File: src/rtl/afg_sweep_pkg.sv
// Shared definitions for the frequency sweep controller: FSM state
// encoding and the default word widths.
package afg_sweep_pkg;

    localparam int FW_DEFAULT = 48;
    localparam int DW_DEFAULT = 32;

    typedef enum logic [1:0] {
        ST_IDLE  = 2'd0,
        ST_DWELL = 2'd1,
        ST_DONE  = 2'd2
    } sweep_state_t;

endpackage

File: src/rtl/sweep_next_freq.sv
// Combinational next-point calculator. Steps the current frequency word
// toward the stop word and clamps to the stop word on wrap or overshoot.
module sweep_next_freq #(
    parameter int FW = 48
) (
    input  logic [FW-1:0] cur_i,
    input  logic [FW-1:0] step_i,
    input  logic [FW-1:0] stop_i,
    input  logic          dir_up_i,
    output logic [FW-1:0] next_o,
    output logic          last_o
);

    logic [FW:0] sum_w;
    logic [FW:0] diff_w;

    // The extra top bit carries the carry-out (up) or borrow (down).
    assign sum_w  = {1'b0, cur_i} + {1'b0, step_i};
    assign diff_w = {1'b0, cur_i} - {1'b0, step_i};

    // A zero step can never reach the stop word, so it ends the sweep at once.
    assign last_o = (cur_i == stop_i) || (step_i == '0);

    // Take the stepped value only when it stays on the near side of stop.
    always_comb begin
        next_o = stop_i;
        if (dir_up_i) begin
            if (!sum_w[FW] && (sum_w[FW-1:0] <= stop_i)) begin
                next_o = sum_w[FW-1:0];
            end
        end else begin
            if (!diff_w[FW] && (diff_w[FW-1:0] >= stop_i)) begin
                next_o = diff_w[FW-1:0];
            end
        end
    end

endmodule

File: src/rtl/sweep_controller.sv
// Frequency sweep controller for a DDS. Latches a sweep configuration on
// launch, steps the frequency word with a per-point dwell and reports
// sweep-pass boundaries and completion.
module sweep_controller
    import afg_sweep_pkg::*;
#(
    parameter int FW = FW_DEFAULT,
    parameter int DW = DW_DEFAULT
) (
    input  logic          Clock,
    input  logic          Reset,
    input  logic [FW-1:0] Start_Freq,
    input  logic [FW-1:0] Stop_Freq,
    input  logic [FW-1:0] Step,
    input  logic [DW-1:0] Dwell,
    input  logic          Continuous,
    input  logic          Start,
    input  logic          Abort,
    output logic [FW-1:0] Freq_Word,
    output logic          Freq_Valid,
    output logic          Sweep_Sync,
    output logic          Busy,
    output logic          Done
);

    sweep_state_t  state_q, state_d;
    logic [FW-1:0] freq_q, freq_d;
    logic          valid_q, valid_d;
    logic          sync_q, sync_d;
    logic [DW-1:0] cnt_q, cnt_d;
    logic [FW-1:0] start_q, start_d;
    logic [FW-1:0] stop_q, stop_d;
    logic [FW-1:0] step_q, step_d;
    logic [DW-1:0] dwell_q, dwell_d;
    logic          cont_q, cont_d;
    logic          dir_up_q, dir_up_d;

    logic [FW-1:0] next_freq_w;
    logic          last_w;

    // Remaining cycles after the first one of a point; a dwell of 0 acts as 1.
    function automatic logic [DW-1:0] dwell_m1(input logic [DW-1:0] d);
        return (d == '0) ? '0 : (d - DW'(1));
    endfunction

    sweep_next_freq #(
        .FW(FW)
    ) u_next (
        .cur_i   (freq_q),
        .step_i  (step_q),
        .stop_i  (stop_q),
        .dir_up_i(dir_up_q),
        .next_o  (next_freq_w),
        .last_o  (last_w)
    );

    // Next-state logic: launch, dwell countdown, stepping, reload and abort.
    always_comb begin
        state_d  = state_q;
        freq_d   = freq_q;
        valid_d  = 1'b0;
        sync_d   = 1'b0;
        cnt_d    = cnt_q;
        start_d  = start_q;
        stop_d   = stop_q;
        step_d   = step_q;
        dwell_d  = dwell_q;
        cont_d   = cont_q;
        dir_up_d = dir_up_q;
        case (state_q)
            ST_IDLE: begin
                if (Start && !Abort) begin
                    state_d  = ST_DWELL;
                    start_d  = Start_Freq;
                    stop_d   = Stop_Freq;
                    step_d   = Step;
                    dwell_d  = Dwell;
                    cont_d   = Continuous;
                    dir_up_d = (Start_Freq <= Stop_Freq);
                    freq_d   = Start_Freq;
                    valid_d  = 1'b1;
                    sync_d   = 1'b1;
                    cnt_d    = dwell_m1(Dwell);
                end
            end
            ST_DWELL: begin
                if (Abort) begin
                    state_d = ST_IDLE;
                end else if (cnt_q != '0) begin
                    cnt_d = cnt_q - DW'(1);
                end else if (last_w) begin
                    if (cont_q) begin
                        freq_d  = start_q;
                        valid_d = 1'b1;
                        sync_d  = 1'b1;
                        cnt_d   = dwell_m1(dwell_q);
                    end else begin
                        state_d = ST_DONE;
                    end
                end else begin
                    freq_d  = next_freq_w;
                    valid_d = 1'b1;
                    cnt_d   = dwell_m1(dwell_q);
                end
            end
            ST_DONE: begin
                state_d = ST_IDLE;
            end
            default: begin
                state_d = ST_IDLE;
            end
        endcase
    end

    // State, output and configuration registers with synchronous reset.
    always_ff @(posedge Clock) begin
        if (Reset) begin
            state_q  <= ST_IDLE;
            freq_q   <= '0;
            valid_q  <= 1'b0;
            sync_q   <= 1'b0;
            cnt_q    <= '0;
            start_q  <= '0;
            stop_q   <= '0;
            step_q   <= '0;
            dwell_q  <= '0;
            cont_q   <= 1'b0;
            dir_up_q <= 1'b0;
        end else begin
            state_q  <= state_d;
            freq_q   <= freq_d;
            valid_q  <= valid_d;
            sync_q   <= sync_d;
            cnt_q    <= cnt_d;
            start_q  <= start_d;
            stop_q   <= stop_d;
            step_q   <= step_d;
            dwell_q  <= dwell_d;
            cont_q   <= cont_d;
            dir_up_q <= dir_up_d;
        end
    end

    assign Freq_Word  = freq_q;
    assign Freq_Valid = valid_q;
    assign Sweep_Sync = sync_q;
    assign Busy       = (state_q == ST_DWELL);
    assign Done       = (state_q == ST_DONE);

endmodule

File: config.mk
export PLATFORM = sky130hd
export DESIGN_NAME = sweep_controller
export DESIGN_NICKNAME = d
export VERILOG_FILES = /design/src/rtl/afg_sweep_pkg.sv /design/src/rtl/sweep_next_freq.sv /design/src/rtl/sweep_controller.sv
export SDC_FILE = /design/constraint.sdc
export NUM_CORES = 1
export LEC_CHECK = 0
export CORE_ASPECT_RATIO = 1.4
export CORE_UTILIZATION = 58
export CTS_CLUSTER_SIZE = 20
export DETAILED_ROUTE_END_ITERATION = 10
export PLACE_DENSITY = 0.87
export SYNTH_ARGS = -nofsm -noshare
export SYNTH_HDL_FRONTEND = slang
export SYNTH_SLANG_ARGS = --single-unit
export TNS_END_PERCENT = 1
File: constraint.sdc
create_clock -name Clock -period 8.7 [get_ports Clock]
set_input_delay 1.305 -clock Clock [delete_from_list [all_inputs] [get_ports Clock]]
set_output_delay 1.305 -clock Clock [all_outputs]
set_load 0.1 [all_outputs]
# Yosys cells after proc, flatten, opt, wreduce, memory -nomap -nowiden
# Index checks and enable logic that the tools add are counted.
[op_classes]
eq_ne = 11
add_sub_neg = 5
n_mux = 33
n_lt_le_gt_ge = 3
n_reduce_logical = 17
[op_table]
columns = ["op", "count"]
rows = [
  ["$mux W48", 8],
  ["$mux W32", 7],
  ["$le A48 B48 Y1", 2],
  ["$pmux W48 S2", 1],
  ["$sub A32 B1 Y32 const B", 3],
  ["$logic_not A32 Y1", 2],
  ["$pmux W32 S2", 1],
  ["$add A48 B48 Y49", 1],
  ["$sub A48 B48 Y49", 1],
  ["$eq A48 B48 Y1", 1],
  ["$ge A48 B48 Y1", 1],
  ["$logic_not A48 Y1", 1],
  ["$reduce_bool A32 Y1", 1],
  ["$mux W2", 5],
  ["$ne A3 B3 Y1 const B", 3],
  ["$mux W1", 8],
  ["$reduce_and A4 Y1", 2],
  ["$ne A2 B2 Y1 const B", 3],
  ["$reduce_and A5 Y1", 1],
  ["$ne A4 B3 Y1 const B", 1],
  ["$pmux W1 S2", 2],
  ["$pmux W2 S2", 1],
  ["$logic_and A1 B1 Y1", 3],
  ["$logic_not A1 Y1", 3],
  ["7 further kinds", 7],
]
[totals]
register_bits = 262
out_inout_bits = 52
input_bits = 181

# Depth between registers and ports, before layout
[logic_depth]
ltp_word = 9
depth_mapped = 26
mapped_depth_nobuf = 23

# Cells and area by module
# From an unflattened synthesis, not the netlist that was laid out.
[hier_totals]
cells_unflattened = 3206
hier_area_um2 = 23099.7
[by_module_without_submodules]
columns = ["module", "instances", "area_per_inst_um2", "cells_per_inst", "seq_area_each_um2"]
rows = [
  ["sweep_controller", 1, 13265.2, 1748, 5245.0],
  ["sweep_next_freq", 1, 9834.4, 1458, 0.0],
]

# Least setup slack after synthesis
# OpenSTA, ideal clock, no wires.
[synth_path]
path_type = "register to register"
from = "register freq_q[15] (netlist: Freq_Word[15])"
to = "register freq_q[25] (netlist: Freq_Word[25])"
period_less_slack_ns = 6.012
path_stages_with_launch = 23
arrival_ns = 5.878
setup_time_ns = 0.134
path_slack_ns = 2.688
path_cell_list = "dfxtp_1 > ha_1 > buf_2 > nor4_1 > nand3_1 > a2111oi_0 > nor4_2 > o21ai_1 > a31oi_2 > mux2i_1 > or2_2 > ha_1 > a21oi_1 > nand2_1 > a221o_1 > a211o_1 > a2111oi_2 > o221ai_2 > nor2_4 > buf_6 > mux2_2 > a221oi_1 > a211oi_1"
[synth_via]
elab_chain_cells = 9
word_cells_on_any_way = 19
[synth_lines]
columns = ["item", "line_no", "source"]
rows = [
  ["start: declaration", "sweep_controller.sv:27", "logic [FW-1:0] freq_q, freq_d;"],
  ["start signal: assignment", "sweep_controller.sv:131", "freq_q <= freq_d;"],
  ["$sub A48 B48 Y49 or $add A48 B48 Y49 (tied branches)", "sweep_next_freq.sv:19, sweep_next_freq.sv:18", ""],
  ["$ge A48 B48 Y1, or another cell as far along", "sweep_next_freq.sv:32", "if (!diff_w[FW] && (diff_w[FW-1:0] >= stop_i)) begin"],
  ["$logic_and A1 B1 Y1, on equally long branches", "sweep_next_freq.sv:32, sweep_next_freq.sv:28", ""],
  ["$mux W48, on equally long branches", "sweep_next_freq.sv:32, sweep_next_freq.sv:28", ""],
  ["$mux W48", "sweep_next_freq.sv:27", "if (dir_up_i) begin"],
  ["$mux W48", "sweep_controller.sv:91", "end else if (last_w) begin"],
  ["$mux W48", "sweep_controller.sv:89", "end else if (cnt_q != '0) begin"],
  ["$mux W48", "sweep_controller.sv:87", "if (Abort) begin"],
  ["$pmux W48 S2", "sweep_controller.sv:70", "case (state_q)"],
]
# Parallel ways exist; a longest one is shown, timed or not. The select of a mux whose other input is x is not followed.
# A chain may end at the register's enable or synchronous reset.

# Worst setup path in the final report
[layout_path]
from = "register freq_q[8] (netlist: Freq_Word[8])"
to = "register freq_q[0] (netlist: Freq_Word[0])"
# The elaborated chain is that of the path after synthesis.

==> results.py <==
metrics = {
    "timing": {
        "finalWorstSetupSlack_ns": 1.29,
        "whs_ns": 0.454,
        "tightestPinTransition_ns": 1.15,
        "clock.fmax_mhz": 135,
        "period_share_pct": 85.2,
        "slew_viol_final": 0,
        "rsz0062_at_grt": "no",
        "slew_headroom_pct": 22.6,
        "fin_crit_ns": 7.41,
        "skew_ns": 0.0378,
        "finalHoldViolations": 0,
        "fin_setup_tns_ns": 0,
        "setup_violations": 0,
    },
    "yosys": {
        "yosysSeqAreaShare_pct": 21.8,
        "synth_ff_type": "dfxtp_1",
        "synth_top_area_share_pct": 21.8,
        "synth_area_leaders": "dfxtp_1 (22%), ha_1 (13%), a21oi_1 (9.3%), nand2_1 (8.2%), xnor2_1 (5.9%)",
        "synth_top_cell_by_area": "dfxtp_1",
        "synth_area_per_cell_um2": 7.21,
        "ys.warnings.count": 0,
        "syn_inst": 3332,
        "synth_edf_count": 0,
        "synth.net_count": 3758,
        "ys_seq_elements": 262,
        "synth_cell_type_count": 103,
        "async_reset_ff_share_pct": 0,
        "synth_area_um2": 24000,
    },
    "clocking": {
        "insertion_delay_ns": 0.61,
        "cts.sinks": 262,
        "path_clk_slew_ns": 0.07,
        "cts_setup_buffers": 0,
        "htreeDepth": 1,
        "cts_resized": 0,
        "hold_buffers": 0,
        "cts_made_buffers": 29,
        "cts-root-buf": "clkbuf_16",
        "cts_buffer_depth": 3,
        "cts_tree": "built",
    },
    "floorplan": {
        "die_h_um": 243,
        "rows": 87,
        "start_util_pct": 59.2,
        "die-area_um2": 42300,
        "ios": 233,
        "core_um2": 40600,
        "die_x_um": 174,
    },
    "final_layout": {
        "final_util_pct": 67.5,
        "syn_to_final_growth_pct": 14.0,
        "regArea_um2": 5250,
        "n_antenna_cell": 0,
        "nFillCells": 3610,
        "multi_input_area_um2": 17200,
        "layout-drive-gt1-share_pct": 4.82,
        "fin_area_um2": 27400,
        "fin_cells": 3977,
        "nets": 3847,
    },
    "power_and_ir_drop": {
        "ir_worst_vdd_v": 0.000185,
        "power_mw": 4.99,
        "power_density_nw_per_um2": 182,
        "cellLeakagePower_nw": 10.6,
    },
    "worst_setup_path": {
        "critPathLaunchType": "flop",
        "cp.arrival_ns": 7.91,
        "required_ns": 9.20,
        "worstPathMaxFanout": 22,
        "crit_path_end_kind": "flop",
        "critical_path_class": "reg2reg",
    },
    "route": {
        "post_drt_via_cell_ratio": 6.50,
        "drtPass1Iterations": 7,
        "vias": 25900,
        "wire_per_inst_um": 22.5,
        "drt_iter0_drc": 3325,
        "drc_errors": 0,
        "ant_nets": 0,
        "routed_wl_um": 89500,
    },
    "grt": {
        "grt_max_degree": 205,
        "antenna_found_initial": 0,
        "grt_util_all_layers_pct": 41.1,
        "grt-ovfl-total": 0,
        "grt_pass1_wl_um": 137000,
        "grt_pass1_vias": 24600,
    },
    "placement": {
        "placed_cells_incl_taps": 3924,
        "dp_slack_ns": 1.51,
        "dp_hpwl_um": 68500,
        "placed_area_um2": 26400,
        "routabilityCongestion": 1.08,
        "io_buffers": 232,
    },
    "worst_hold_path": {
        "hold_path_class": "reg2reg",
    },
    "run": {
        "maxCapViolCount": 0,
    },
    "status": {
        "status": "finished, final reports clean",
    },
}
==> synth_stat cells (all sizes together) (14+ instances only) <==
library cell  number
nand2            529
a21oi            447
dfxtp            262
ha               243
nor2             221
inv              207
xnor2            162
o21ai            143
clkbuf           131
nor3              75
nand4             68
nor4              68
buf               66
nand3             59
a211oi            56
o211ai            48
xor2              41
a221oi            37
a21o              36
o22ai             33
o31ai             30
nor2b             28
o221ai            28
a31oi             22
mux2              20
nand2b            18
or3               18
and3              17
a211o             14
or2               14
==> cell families after synthesis <==
group,synth area share [%]
AND/OR/NAND/NOR,23.0
adder cells (fa/ha/maj),12.8
flip-flops,21.8
XOR/XNOR,7.40
AO/OA/AOI/OAI,26.8
buffers and inverters,6.80
multiplexers,1.40
==> flip-flops by register name (all words and copies together), names as in the netlist <==
| register | cells |
|---|---|
| Freq_Valid | 1 |
| Freq_Word | 48 |
| Sweep_Sync | 1 |
| cnt_q | 32 |
| cont_q | 1 |
| dir_up_q | 1 |
| dwell_q | 32 |
| start_q | 48 |
| state_q | 2 |
| step_q | 48 |
| stop_q | 48 |
==> report_power, final <==
group	total (mW)	internal (mW)	switching (mW)
registers	1.36	1.27	0.0960
clock network	1.36	0.788	0.568
logic	2.27	0.810	1.46
total	4.99	2.86	2.13
==> layout make-up <==
class | count | area share, %
Tap cell | 534 | 2.44
Sequential cell | 262 | 19.1
Inverter | 208 | 2.85
Timing Repair Buffer | 255 | 9.16
Clock inverter | 17 | 0.858
Clock buffer | 36 | 2.85
Multi-Input combinational cell | 2665 | 62.7
==> placed cells by master, fill, tap and decap left out, drive strengths merged, types with 41 or more instances in the layout <==
cell,instances
nand2,529
a21oi,447
dfxtp,262
ha,243
clkdlybuf4s50,231
nor2,221
inv,209
xnor2,162
o21ai,143
nor3,75
nand4,68
nor4,68
nand3,59
a211oi,56
o211ai,48
xor2,41
==> layer usage <==
layer / track usage (%) / part of all wire, % / up-vias
li1: - / - / 12100
met1: 51.0 / 39 / 11900
met2: 66.1 / 45 / 1446
met3: 6.34 / 9.6 / 334
met4: 26.4 / 7.3 / 0
met5: 0 / 0 / -
==> worst max-delay path, stage by stage (launching register included) <==
cell       delay [ns]
dfxtp_1          0.43
ha_1             0.61
inv_1            0.18
a21oi_1          0.28
a21boi_0         0.17
a2111oi_1        0.81
o2bb2ai_1        0.23
o21ai_1          0.44
o21ai_0          0.18
mux2i_1          0.14
nand4b_1         0.23
ha_1             0.32
nand4_1          0.18
nor2_1           0.07
a221o_1          0.30
a211o_1          0.30
a2111oi_2        0.31
o221a_2          0.65
nand2_1          0.52
o21ai_0          0.52
mux2i_1          0.14
a311oi_1         0.29
==> final timing paths <==
kind / from / to / slack, ns / cells after the start
worst min-delay path: start_q[10] / start_q[10] / 0.45 / 2
worst max-delay path: Freq_Word[8] / Freq_Word[0] / 1.29 / 21
worst min register to register: start_q[10] / start_q[10] / 0.45 / 2
worst max register to register: Freq_Word[8] / Freq_Word[0] / 1.29 / 21
(Power assumes the default switching activity.)
